===== src/rtl/sdram_pixel_unpacker.sv =====
// Display-side SDRAM frame buffer reader: pops paired 16-bit words from the two
// read FIFOs, rebuilds 8-bit R/G/B and presents one pixel per LCD request.
module sdram_pixel_unpacker #(
    parameter int H_ACTIVE = 800,
    parameter int V_ACTIVE = 480
) (
    input  logic        iClk,
    input  logic        iRst,
    input  logic        iFrame_start,
    input  logic        iRequest,
    input  logic        iRd1_empty,
    input  logic        iRd2_empty,
    input  logic [15:0] iRd1_data,
    input  logic [15:0] iRd2_data,
    output logic        oRd1_req,
    output logic        oRd2_req,
    output logic [7:0]  oR,
    output logic [7:0]  oG,
    output logic [7:0]  oB,
    output logic        oValid,
    output logic [15:0] oX,
    output logic [15:0] oY,
    output logic        oUnderrun,
    output logic [15:0] oUnderrun_cnt
);

    typedef enum logic [1:0] {
        IDLE   = 2'd0,
        STREAM = 2'd1,
        DONE   = 2'd2
    } stateType;

    localparam logic [15:0] X_LAST = 16'(H_ACTIVE - 1);
    localparam logic [15:0] Y_LAST = 16'(V_ACTIVE - 1);

    stateType    stateReg;
    stateType    stateNext;
    logic        accept;
    logic        fifosReady;
    logic        underrun;
    logic        lastPixel;
    logic [15:0] xReg;
    logic [15:0] yReg;
    logic        s1ValidReg;
    logic        s1BlackReg;
    logic [15:0] s1XReg;
    logic [15:0] s1YReg;

    // Padding and low-order bits of both words carry no pixel information.
    logic unusedBits;
    assign unusedBits = ^{iRd1_data[15], iRd1_data[1:0],
                          iRd2_data[15], iRd2_data[11:10], iRd2_data[1:0]};

    assign lastPixel = (xReg == X_LAST) && (yReg == Y_LAST);

    always_ff @(posedge iClk or posedge iRst) begin
        if (iRst) begin
            stateReg <= IDLE;
        end else begin
            stateReg <= stateNext;
        end
    end

    always_comb begin
        stateNext = stateReg;
        if (iFrame_start) begin
            stateNext = STREAM;
        end else begin
            case (stateReg)
                STREAM:  if (accept && lastPixel) stateNext = DONE;
                default: stateNext = stateReg;
            endcase
        end
    end

    // Both strobes come from one term so the FIFOs never drift out of word alignment.
    always_comb begin
        accept     = iRequest && (stateReg == STREAM) && !iFrame_start;
        fifosReady = !iRd1_empty && !iRd2_empty;
        oRd1_req   = accept && fifosReady;
        oRd2_req   = accept && fifosReady;
        underrun   = accept && !fifosReady;
    end

    always_ff @(posedge iClk or posedge iRst) begin
        if (iRst) begin
            xReg <= '0;
            yReg <= '0;
        end else if (iFrame_start) begin
            xReg <= '0;
            yReg <= '0;
        end else if (accept) begin
            if (xReg == X_LAST) begin
                xReg <= '0;
                yReg <= yReg + 16'd1;
            end else begin
                xReg <= xReg + 16'd1;
            end
        end
    end

    always_ff @(posedge iClk or posedge iRst) begin
        if (iRst) begin
            oUnderrun     <= 1'b0;
            oUnderrun_cnt <= '0;
        end else if (iFrame_start) begin
            oUnderrun     <= 1'b0;
            oUnderrun_cnt <= '0;
        end else if (underrun) begin
            oUnderrun <= 1'b1;
            if (oUnderrun_cnt != 16'hFFFF) begin
                oUnderrun_cnt <= oUnderrun_cnt + 16'd1;
            end
        end
    end

    // Stage 1 waits for the FIFO data that arrives one cycle after the strobe.
    always_ff @(posedge iClk or posedge iRst) begin
        if (iRst) begin
            s1ValidReg <= 1'b0;
            s1BlackReg <= 1'b0;
            s1XReg     <= '0;
            s1YReg     <= '0;
        end else begin
            s1ValidReg <= accept;
            s1BlackReg <= underrun;
            if (accept) begin
                s1XReg <= xReg;
                s1YReg <= yReg;
            end
        end
    end

    always_ff @(posedge iClk or posedge iRst) begin
        if (iRst) begin
            oValid <= 1'b0;
            oR     <= '0;
            oG     <= '0;
            oB     <= '0;
            oX     <= '0;
            oY     <= '0;
        end else begin
            oValid <= s1ValidReg;
            if (s1ValidReg) begin
                oX <= s1XReg;
                oY <= s1YReg;
                if (s1BlackReg) begin
                    oR <= '0;
                    oG <= '0;
                    oB <= '0;
                end else begin
                    oR <= iRd2_data[9:2];
                    oG <= {iRd1_data[14:10], iRd2_data[14:12]};
                    oB <= iRd1_data[9:2];
                end
            end
        end
    end

endmodule


===== config.mk =====
export PLATFORM = sky130hd
export DESIGN_NAME = sdram_pixel_unpacker
export DESIGN_NICKNAME = d
export VERILOG_FILES = /design/src/rtl/sdram_pixel_unpacker.sv
export SDC_FILE = /design/constraint.sdc
export NUM_CORES = 1
export LEC_CHECK = 0
export CORE_UTILIZATION = 45
export CTS_CLUSTER_DIAMETER = 120
export CTS_CLUSTER_SIZE = 10
export DETAILED_ROUTE_END_ITERATION = 7
export GPL_ROUTABILITY_DRIVEN = 1
export HOLD_SLACK_MARGIN = 0.08
export PLACE_DENSITY = 0.7
export SETUP_SLACK_MARGIN = 0.3
export SLEW_MARGIN = 25
export SYNTH_ARGS = -nofsm -noshare
export SYNTH_HDL_FRONTEND = slang
export SYNTH_SLANG_ARGS = --single-unit

===== constraint.sdc =====
create_clock -name iClk -period 12.9 [get_ports iClk]
set_input_delay 3.225 -clock iClk [delete_from_list [all_inputs] [get_ports iClk]]
set_output_delay 3.225 -clock iClk [all_outputs]
set_load 0.005 [all_outputs]

==> results of run 1 <==
## layer usage
| metal | global-route usage [%] | up-vias | part of all wire, % |
|---|---|---|---|
| li1 | - | 2083 | - |
| met1 | 26.6 | 2159 | 46 |
| met2 | 30.3 | 130 | 47 |
| met3 | 4.63 | 22 | 4.8 |
| met4 | 9.81 | 0 | 1.9 |
| met5 | 0 | - | 0 |
## cells by family after synthesis
| family | count (synthesis) |
|---|---|
| buffers and inverters | 56 |
| and+or+nand+nor | 179 |
| adders and majority gates | 3 |
| DFF | 142 |
| muxes | 65 |
| AOI/OAI and AO/OA | 68 |
| xor gates and xnor gates | 27 |
## power by group
group          switching [mW]  total (mW)  leakage (nW)  internal [mW]
Combinational          0.0346      0.0763          1.32         0.0417
Sequential             0.0119       0.472          1.93          0.461
Clock                   0.178       0.496         0.299          0.318
Total                   0.225        1.04          3.55          0.820
## stage by stage
stage / instance area, µm² / worst slack, ns / cells / total power [mW] / util, %
finish: 7930 / 4.81 / 832 / 1.04 / 59.9
global route: 7930 / 4.75 / 832 / 1.09 / 59.9
CTS: 7920 / 4.80 / 832 / 1.06 / 59.8
detailed placement: 7310 / 4.82 / 800 / 0.558 / 55.2
global placement: 7310 / 4.80 / 800 / 0.556 / 55.2
floorplan: 6120 / 5.44 / 540 / 0.512 / -
## worst paths after layout
kind | endpoint | slack (ns) | cells after the start
worst max-delay path | oRd1_req | 4.81 | 5
worst min-delay path | oR[6] | 0.45 | 1
worst max register to register | xReg[4] | 10.22 | 5
worst min register to register | oR[6] | 0.45 | 1
max in group asynchronous | oY[14] | 8.53 | 3
min in group asynchronous | oX[12] | 3.27 | 2
## cells in the final DEF, fill, tap and decap left out, types with 4 or more instances in the layout
cell,synthesis,layout
dfrtp_1,142,141
clkdlybuf4s50_1,0,105
mux2_2,64,64
nand2_1,55,55
nor2_1,38,38
inv_1,29,28
o21ai_0,25,25
nand3_1,22,22
nand4_1,17,17
clkbuf_16,0,17
o21ai_1,15,15
nor3_1,15,15
xnor2_1,14,14
xor2_1,13,13
a31oi_1,5,5
a21oi_1,5,5
nor4_1,5,5
clkinv_2,0,5
and3_1,4,4
## registers in the layout, summed over array words and instances, names as in the netlist
name and count:
oUnderrun_cnt 16, s1YReg 16, stateReg 2, oUnderrun 1
oG 8, oValid 1, oY 16, oR 8
oX 16, s1BlackReg 1, s1ValidReg 1, s1XReg 16
oB 8, yReg 16, xReg 16
## final cells by class
class                           count  area [µm²]
Clock buffer                       21         470
Tap cell                          176         220
Timing Repair Buffer              109        1080
Multi-Input combinational cell    342        2330
Fill cell                        1120        5320
Inverter                           31         121
Sequential cell                   142        3560
Clock inverter                     11         139
==> results.sh, run 1 <==
export IMPL_synth_top_family_by_area="simple AND/OR/NAND/NOR gates"
export IMPL_slew_headroom_pct=39.6
export IMPL_rows=42
export IMPL_synth_xor_area_share_pct=3.86
export IMPL_synth_top_cell_by_area="dfrtp_1"
export IMPL_ctsResizeCount=0
export IMPL_timing_fmax_ghz=0.124
export IMPL_die_x_um=119
export IMPL_finalClockSkew_ns=0.00641
export IMPL_ys_flop_type="dfrtp_1"
export IMPL_ys_top_cells_by_count="142 x dfrtp_1, 64 x mux2_2, 55 x nand2_1, 38 x nor2_1, 29 x inv_1"
export IMPL_synthMuxAreaShare_pct=11.9
export IMPL_clockBufferDepth=2
export IMPL_antenna_left=0
export IMPL_cp_required_ns=9.68
export IMPL_grt_pass1_vias=4544
export IMPL_dr_pass1_iters=5
export IMPL_worstPathArrival_ns=4.86
export IMPL_synth_most_common_cell="dfrtp_1"
export IMPL_cp_common_cell="clkdlybuf4s50_1"
export IMPL_dp_final_hpwl_mm=8.30
export IMPL_netlist_area_leader_share_pct=58.0
export IMPL_synth_cell_types=51
export IMPL_track_usage_pct=19.9
export IMPL_start_kind="input pin"
export IMPL_drc=0
export IMPL_final_hold_violation_count=0
export IMPL_crit_fanout=26
export IMPL_worst_hold_slack_ns=0.452
export IMPL_hp_class="flip-flop to flip-flop"
export IMPL_worst_setup_path_type="input pin to primary output"
export IMPL_regToRegStartpoint="xReg[0]"
export IMPL_avgRoutedWirePerCell_um=15.2
export IMPL_cpPeakStageDelay_ns=0.51
export IMPL_pwr_density_cell_mw_per_mm2=132
export IMPL_drive_gt1_share_pct=17.8
export IMPL_grt_ovfl_total=0
export IMPL_peakVddDrop_mv=0.0668
export IMPL_clock_sinks=142
export IMPL_routabilityCongestion=0.816
export IMPL_vias=4394
export IMPL_synth_seq_cells=142
export IMPL_cts_root_buf="clkbuf_16"
export IMPL_rsz0062_at_grt="false"
export IMPL_crit_family="buffers and inverters"
export IMPL_worstHoldStart="s1BlackReg"
export IMPL_wl_mm=12.7
export IMPL_initial_utilization_pct=46.2
export IMPL_crit_path_end_kind="primary output"
export IMPL_fin_nets=684
export IMPL_cts_hold_buf=0
export IMPL_max_cap_violations=0
export IMPL_cts_tree="done"
export IMPL_antenna_found_initial=0
export IMPL_synth_fa_ha_area_share_pct=0.613
export IMPL_ys_async_sr_fraction_pct=100
export IMPL_cp_startpoint="iFrame_start"
export IMPL_syn_nets=581
export IMPL_p_leak_nw=3.55
export IMPL_clk_latency_ns=0.42
export IMPL_avgSynthCellArea_um2=11.3
export IMPL_yosys_top_cells_area="dfrtp_1 58%, mux2_2 12%, nand2_1 3.4%, nor2_1 2.3%, o21ai_0 2.0%"
export IMPL_grt_pass1_wl_mm=22.3
export IMPL_core_mm2=0.0132
export IMPL_clk_pin_slew_ns=0.06
export IMPL_setup_viol=0
export IMPL_synth_edf_count=0
export IMPL_grt_max_degree=77
export IMPL_netlist_area_mm2=0.00612
export IMPL_area_growth_pct=29.5
export IMPL_crit_chain="clkdlybuf4s50_1, buf_4, and4bb_1, and2_1, clkdlybuf4s50_1"
export IMPL_netlist_instances=540
export IMPL_synth_simple_area_share_pct=15.2
export IMPL_slowest_stage="clkdlybuf4s50_1"
export IMPL_finalSetupTns_ns=0
export IMPL_floorplan_die_area_mm2=0.0141
export IMPL_cts_buffers=17
export IMPL_dieHeight_um=119
export IMPL_ios=114
export IMPL_period_share_pct=62.7
export IMPL_period_minus_slack_ns=8.09
export IMPL_diodes=0
export IMPL_drtIter0Drc=249
export IMPL_ys_warn_count=0
export IMPL_tightest_slew_ns=0.906
export IMPL_status="complete, no violations"
export IMPL_io_buffers=105
export IMPL_synth_seq_area_share_pct=58.0
export IMPL_vias_per_cell=5.28
export IMPL_cts_setup_buffers=0
export IMPL_critPathBufInv=3
export IMPL_synth_compound_area_share_pct=6.54
export IMPL_h_tree_depth=4
export IMPL_drv_slew=0
Power figures use the tool's default switching activity.
==> inputs of run 2 (changes only) <==
==> constraint.sdc (replaced) <==
create_clock -name iClk -period 8.39 [get_ports iClk]
set_input_delay 2.0975 -clock iClk [delete_from_list [all_inputs] [get_ports iClk]]
set_output_delay 2.0975 -clock iClk [all_outputs]
set_load 0.005 [all_outputs]
==> run 2 against run 1 <==
Net effect: sequential power rose by 53%; global-route usage fell by 0.55 points; sequential share of layout area rose by 0.15 points; register-to-register slack got worse by 4.4 ns.
==> results.sh, run 2 (same netlist as run 1, synthesis figures left out) <==
export IMPL_cpPeakStageDelay_ns=0.51
export IMPL_clk_pin_slew_ns=0.06
export IMPL_vias_per_cell=5.31
export IMPL_peakVddDrop_mv=0.131
export IMPL_h_tree_depth=4
export IMPL_die_x_um=119
export IMPL_cts_root_buf="clkbuf_16"
export IMPL_slew_headroom_pct=44.4
export IMPL_wl_mm=12.5
export IMPL_antenna_left=0
export IMPL_io_buffers=105
export IMPL_crit_chain="clkdlybuf4s50_1, buf_4, and4bb_1, and2_1, clkdlybuf4s50_1"
export IMPL_drtIter0Drc=236
export IMPL_cts_tree="done"
export IMPL_period_share_pct=69.4
export IMPL_cts_setup_buffers=0
export IMPL_floorplan_die_area_mm2=0.0141
export IMPL_finalSetupTns_ns=0
export IMPL_grt_ovfl_total=0
export IMPL_finalClockSkew_ns=0.00620
export IMPL_dieHeight_um=119
export IMPL_dr_pass1_iters=4
export IMPL_clk_latency_ns=0.41
export IMPL_slowest_stage="clkdlybuf4s50_1"
export IMPL_dp_final_hpwl_mm=8.32
export IMPL_hp_class="flip-flop to flip-flop"
export IMPL_final_hold_violation_count=0
export IMPL_cp_required_ns=6.29
export IMPL_ctsResizeCount=0
export IMPL_met2_usage_pct=29.1
export IMPL_timing_final_ws_setup_ns=2.57
export IMPL_rsz0062_at_grt="false"
export IMPL_max_cap_violations=0
export IMPL_power_total_mw=1.57
export IMPL_clock_sinks=142
export IMPL_fin_nets=685
export IMPL_worstPathArrival_ns=3.72
export IMPL_vias=4427
export IMPL_setup_viol=0
export IMPL_drive_gt1_share_pct=17.2
export IMPL_area_growth_pct=29.0
export IMPL_avgRoutedWirePerCell_um=15.1
export IMPL_instances_no_fill=833
export IMPL_cp_common_cell="clkdlybuf4s50_1"
export IMPL_nFillCells=1117
export IMPL_grt_util_met1_pct=26.9
export IMPL_routabilityCongestion=0.860
export IMPL_status="complete, no violations"
export IMPL_p_leak_nw=3.54
export IMPL_grt_pass1_wl_mm=21.7
export IMPL_multi_input_area_mm2=0.00233
export IMPL_crit_path_end_kind="primary output"
export IMPL_cts_hold_buf=0
export IMPL_drv_slew=0
export IMPL_dpl_cell_count=801
export IMPL_drc=0
export IMPL_grt_max_degree=77
export IMPL_start_kind="input pin"
export IMPL_rows=42
export IMPL_antenna_found_initial=0
export IMPL_cts_buffers=17
export IMPL_mostFrequentLayoutCells="141 x dfrtp_1, 105 x clkdlybuf4s50_1, 64 x mux2_2"
export IMPL_seq_area_mm2=0.00355
export IMPL_period_minus_slack_ns=5.82
export IMPL_layout_commonest_cell="dfrtp_1"
export IMPL_grt_pass1_vias=4385
export IMPL_initial_utilization_pct=46.2
export IMPL_use_met3_pct=5.16
export IMPL_busiest_layer="met2"
export IMPL_diodes=0
export IMPL_pwr_density_cell_mw_per_mm2=199
export IMPL_worst_setup_path_type="input pin to primary output"
export IMPL_timing_fmax_ghz=0.172
export IMPL_pre_cts_slack_ns=2.57
export IMPL_crit_fanout=26
export IMPL_tightest_slew_ns=0.835
export IMPL_track_usage_pct=19.3
export IMPL_ios=114
export IMPL_core_mm2=0.0132
export IMPL_clockBufferDepth=2
export IMPL_worst_hold_slack_ns=0.472
-- run 2: cell types whose count changed in the layout (fill, tap and decap cells not counted), sizes merged --
| cell | before | now |
|---|---|---|
| clkbuf | 21 | 26 |
| clkinv | 6 | 3 |
| buf | 4 | 5 |
| clkinvlp | 2 | 1 |
| bufinv | 3 | 2 |
-- run 2: layout make-up --
cell class / instances / share of cell area [%]
clock buffer: 26 / 6.20
inverter: 31 / 1.54
timing repair buffer: 110 / 13.8
multi-input combinational: 342 / 29.6
tap: 176 / 2.79
sequential: 142 / 45.0
clock inverter: 6 / 1.05
-- run 2: critical path: cells and delay by family --
kind | cells | cell delay, ns
and+or+nand+nor | 2 | 0.48
buffers and inverters | 3 | 1.13
-- run 2: per-stage QoR --
stage | area [µm²] | util (%)
2_1_floorplan | 6120 | -
6_report | 7900 | 59.6
3_5_place_dp | 7320 | 55.3
5_1_grt | 7900 | 59.6
4_1_cts | 7890 | 59.6
3_3_place_gp | 7320 | 55.3
-- run 2: final timing paths --
path                                   start  slack (ns)          endpoint  cells past startpoint
worst max-delay path            iFrame_start        2.57          oRd1_req                      5
worst max register to register       xReg[0]        5.78           xReg[4]                      5
max in group asynchronous               iRst        5.17  oUnderrun_cnt[8]                      3
worst min register to register    s1BlackReg        0.47             oR[6]                      1
min in group asynchronous               iRst        2.14            oX[12]                      2
worst min-delay path              s1BlackReg        0.47             oR[6]                      1
-- run 2: power breakdown --
group / internal, mW / leakage, nW / switching (mW) / total [mW]
Clock: 0.460 / 0.278 / 0.267 / 0.727
Sequential: 0.708 / 1.93 / 0.0148 / 0.723
Combinational: 0.0643 / 1.33 / 0.0569 / 0.121
-- run 2: layer usage --
| metal | part of all wire, % | vias to the layer above |
|---|---|---|
| met5 | 0 | - |
| li1 | - | 2085 |
| met1 | 47 | 2208 |
| met2 | 47 | 121 |
| met3 | 4.8 | 13 |
| met4 | 1.1 | 0 |
==> inputs of run 3 (changes only) <==
==> constraint.sdc (replaced) <==
create_clock -name iClk -period 5.93 [get_ports iClk]
set_input_delay 1.4825 -clock iClk [delete_from_list [all_inputs] [get_ports iClk]]
set_output_delay 1.4825 -clock iClk [all_outputs]
set_load 0.005 [all_outputs]
==> run 3 against run 2 <==
Net effect: wire length is 1.6% higher; final cell count is 0.12% higher; sequential cell count stayed put; clock power is 46% higher; design area is 0.49% higher; critical path type unchanged; highest routed layer unchanged.
==> results.sh, run 3 (same netlist as run 1, synthesis figures left out) <==
export IMPL_status="complete, no violations"
export IMPL_io_buffers=105
export IMPL_timing_fmax_ghz=0.225
export IMPL_crit_path_end_kind="primary output"
export IMPL_cts_root_buf="clkbuf_16"
export IMPL_cts_tree="done"
export IMPL_clock_sinks=142
export IMPL_rrSetupSlack_ns=3.22
export IMPL_rows=42
export IMPL_dp_final_hpwl_mm=8.41
export IMPL_cp_required_ns=4.45
export IMPL_fin_nets=686
export IMPL_die_x_um=119
export IMPL_ctsResizeCount=0
export IMPL_antenna_found_initial=0
export IMPL_cts_buffers=17
export IMPL_layout_commonest_cell="dfrtp_1"
export IMPL_mostFrequentLayoutCells="141 x dfrtp_1, 105 x clkdlybuf4s50_1, 64 x mux2_2"
export IMPL_start_kind="input pin"
export IMPL_core_mm2=0.0132
export IMPL_clk_pin_slew_ns=0.05
export IMPL_grt_pass1_wl_mm=21.9
export IMPL_pre_cts_slack_ns=1.47
export IMPL_grt_ovfl_total=0
export IMPL_clk_latency_ns=0.40
export IMPL_worstHoldStart="s1BlackReg"
export IMPL_vias_per_cell=5.18
export IMPL_max_cap_violations=0
export IMPL_finalClockSkew_ns=0.00721
export IMPL_timing_final_ws_setup_ns=1.48
export IMPL_dpl_cell_count=801
export IMPL_cts_setup_buffers=0
export IMPL_min_path_cells=1
export IMPL_h_tree_depth=4
export IMPL_period_share_pct=75.1
export IMPL_peakVddDrop_mv=0.222
export IMPL_power_total_mw=2.25
export IMPL_drive_gt1_share_pct=17.2
export IMPL_reg2reg_to="xReg[5]"
export IMPL_setup_viol=0
export IMPL_regToRegStartpoint="xReg[0]"
export IMPL_rsz0062_at_grt="false"
export IMPL_wl_mm=12.7
export IMPL_cts_hold_buf=0
export IMPL_hp_class="flip-flop to flip-flop"
export IMPL_grt_pass1_vias=4530
export IMPL_finalSetupTns_ns=0
export IMPL_period_minus_slack_ns=4.45
export IMPL_floorplan_die_area_mm2=0.0141
export IMPL_final_hold_violation_count=0
export IMPL_diodes=0
export IMPL_routabilityCongestion=0.801
export IMPL_initial_utilization_pct=46.2
export IMPL_clockBufferDepth=2
export IMPL_tightest_slew_ns=0.869
export IMPL_drc=0
export IMPL_grt_max_degree=108
export IMPL_slew_headroom_pct=42.1
export IMPL_ios=114
export IMPL_dieHeight_um=119
export IMPL_track_usage_pct=19.4
export IMPL_area_growth_pct=29.6
export IMPL_rr_worst_depth=5
export IMPL_hold_end="oR[6]"
export IMPL_avgRoutedWirePerCell_um=15.3
export IMPL_pwr_density_cell_mw_per_mm2=284
export IMPL_vias=4318
export IMPL_p_leak_nw=3.55
export IMPL_dr_pass1_iters=4
export IMPL_crit_fanout=2
export IMPL_drtIter0Drc=182
export IMPL_instances_no_fill=834
export IMPL_worst_setup_path_type="input pin to primary output"
export IMPL_worstPathArrival_ns=2.97
export IMPL_antenna_left=0
export IMPL_drv_slew=0
run 3: how the worst max path moves through the flow:
stage	startpoint	endpoint
finish	iFrame_start	oRd1_req
global route	iFrame_start	oRd1_req
CTS	iFrame_start	oRd1_req
detailed placement	iFrame_start	oRd1_req
global placement	iFrame_start	oRd1_req
floorplan	iRst	oB[0]
run 3: power breakdown:
part / switching, mW / internal, mW
sequential: 0.0222 / 1.00
clock: 0.372 / 0.683
combinational: 0.0801 / 0.0927
run 3: critical path, stage by stage:
cell             delay (ns)
clkdlybuf4s50_1        0.45
and4bb_1               0.35
and2_1                 0.18
clkdlybuf4s50_1        0.51
run 3: stage by stage:
stage,hold slack (ns),area [µm²],utilization (%)
floorplan,0.401,6120,-
global placement,0.445,7320,55.3
detailed placement,0.456,7320,55.3
CTS,0.465,7910,59.7
global route,0.490,7930,59.9
finish,0.459,7930,59.9
run 3: cell type report:
type,instances,area (µm²)
sequential,142,3550
tap,176,220
clock inverter,6,108
inverter,31,121
multi-input combinational,342,2330
fill,1089,5310
timing repair buffer,111,1120
clock buffer,26,479
run 3: per-layer routing:
metal / GRT usage, % / up-vias / routed length, µm
met5: 0 / - / 0
met4: 6.88 / 0 / 142
met3: 4.87 / 14 / 576
met2: 30.7 / 117 / 6130
met1: 25.9 / 2109 / 5890
li1: - / 2078 / -
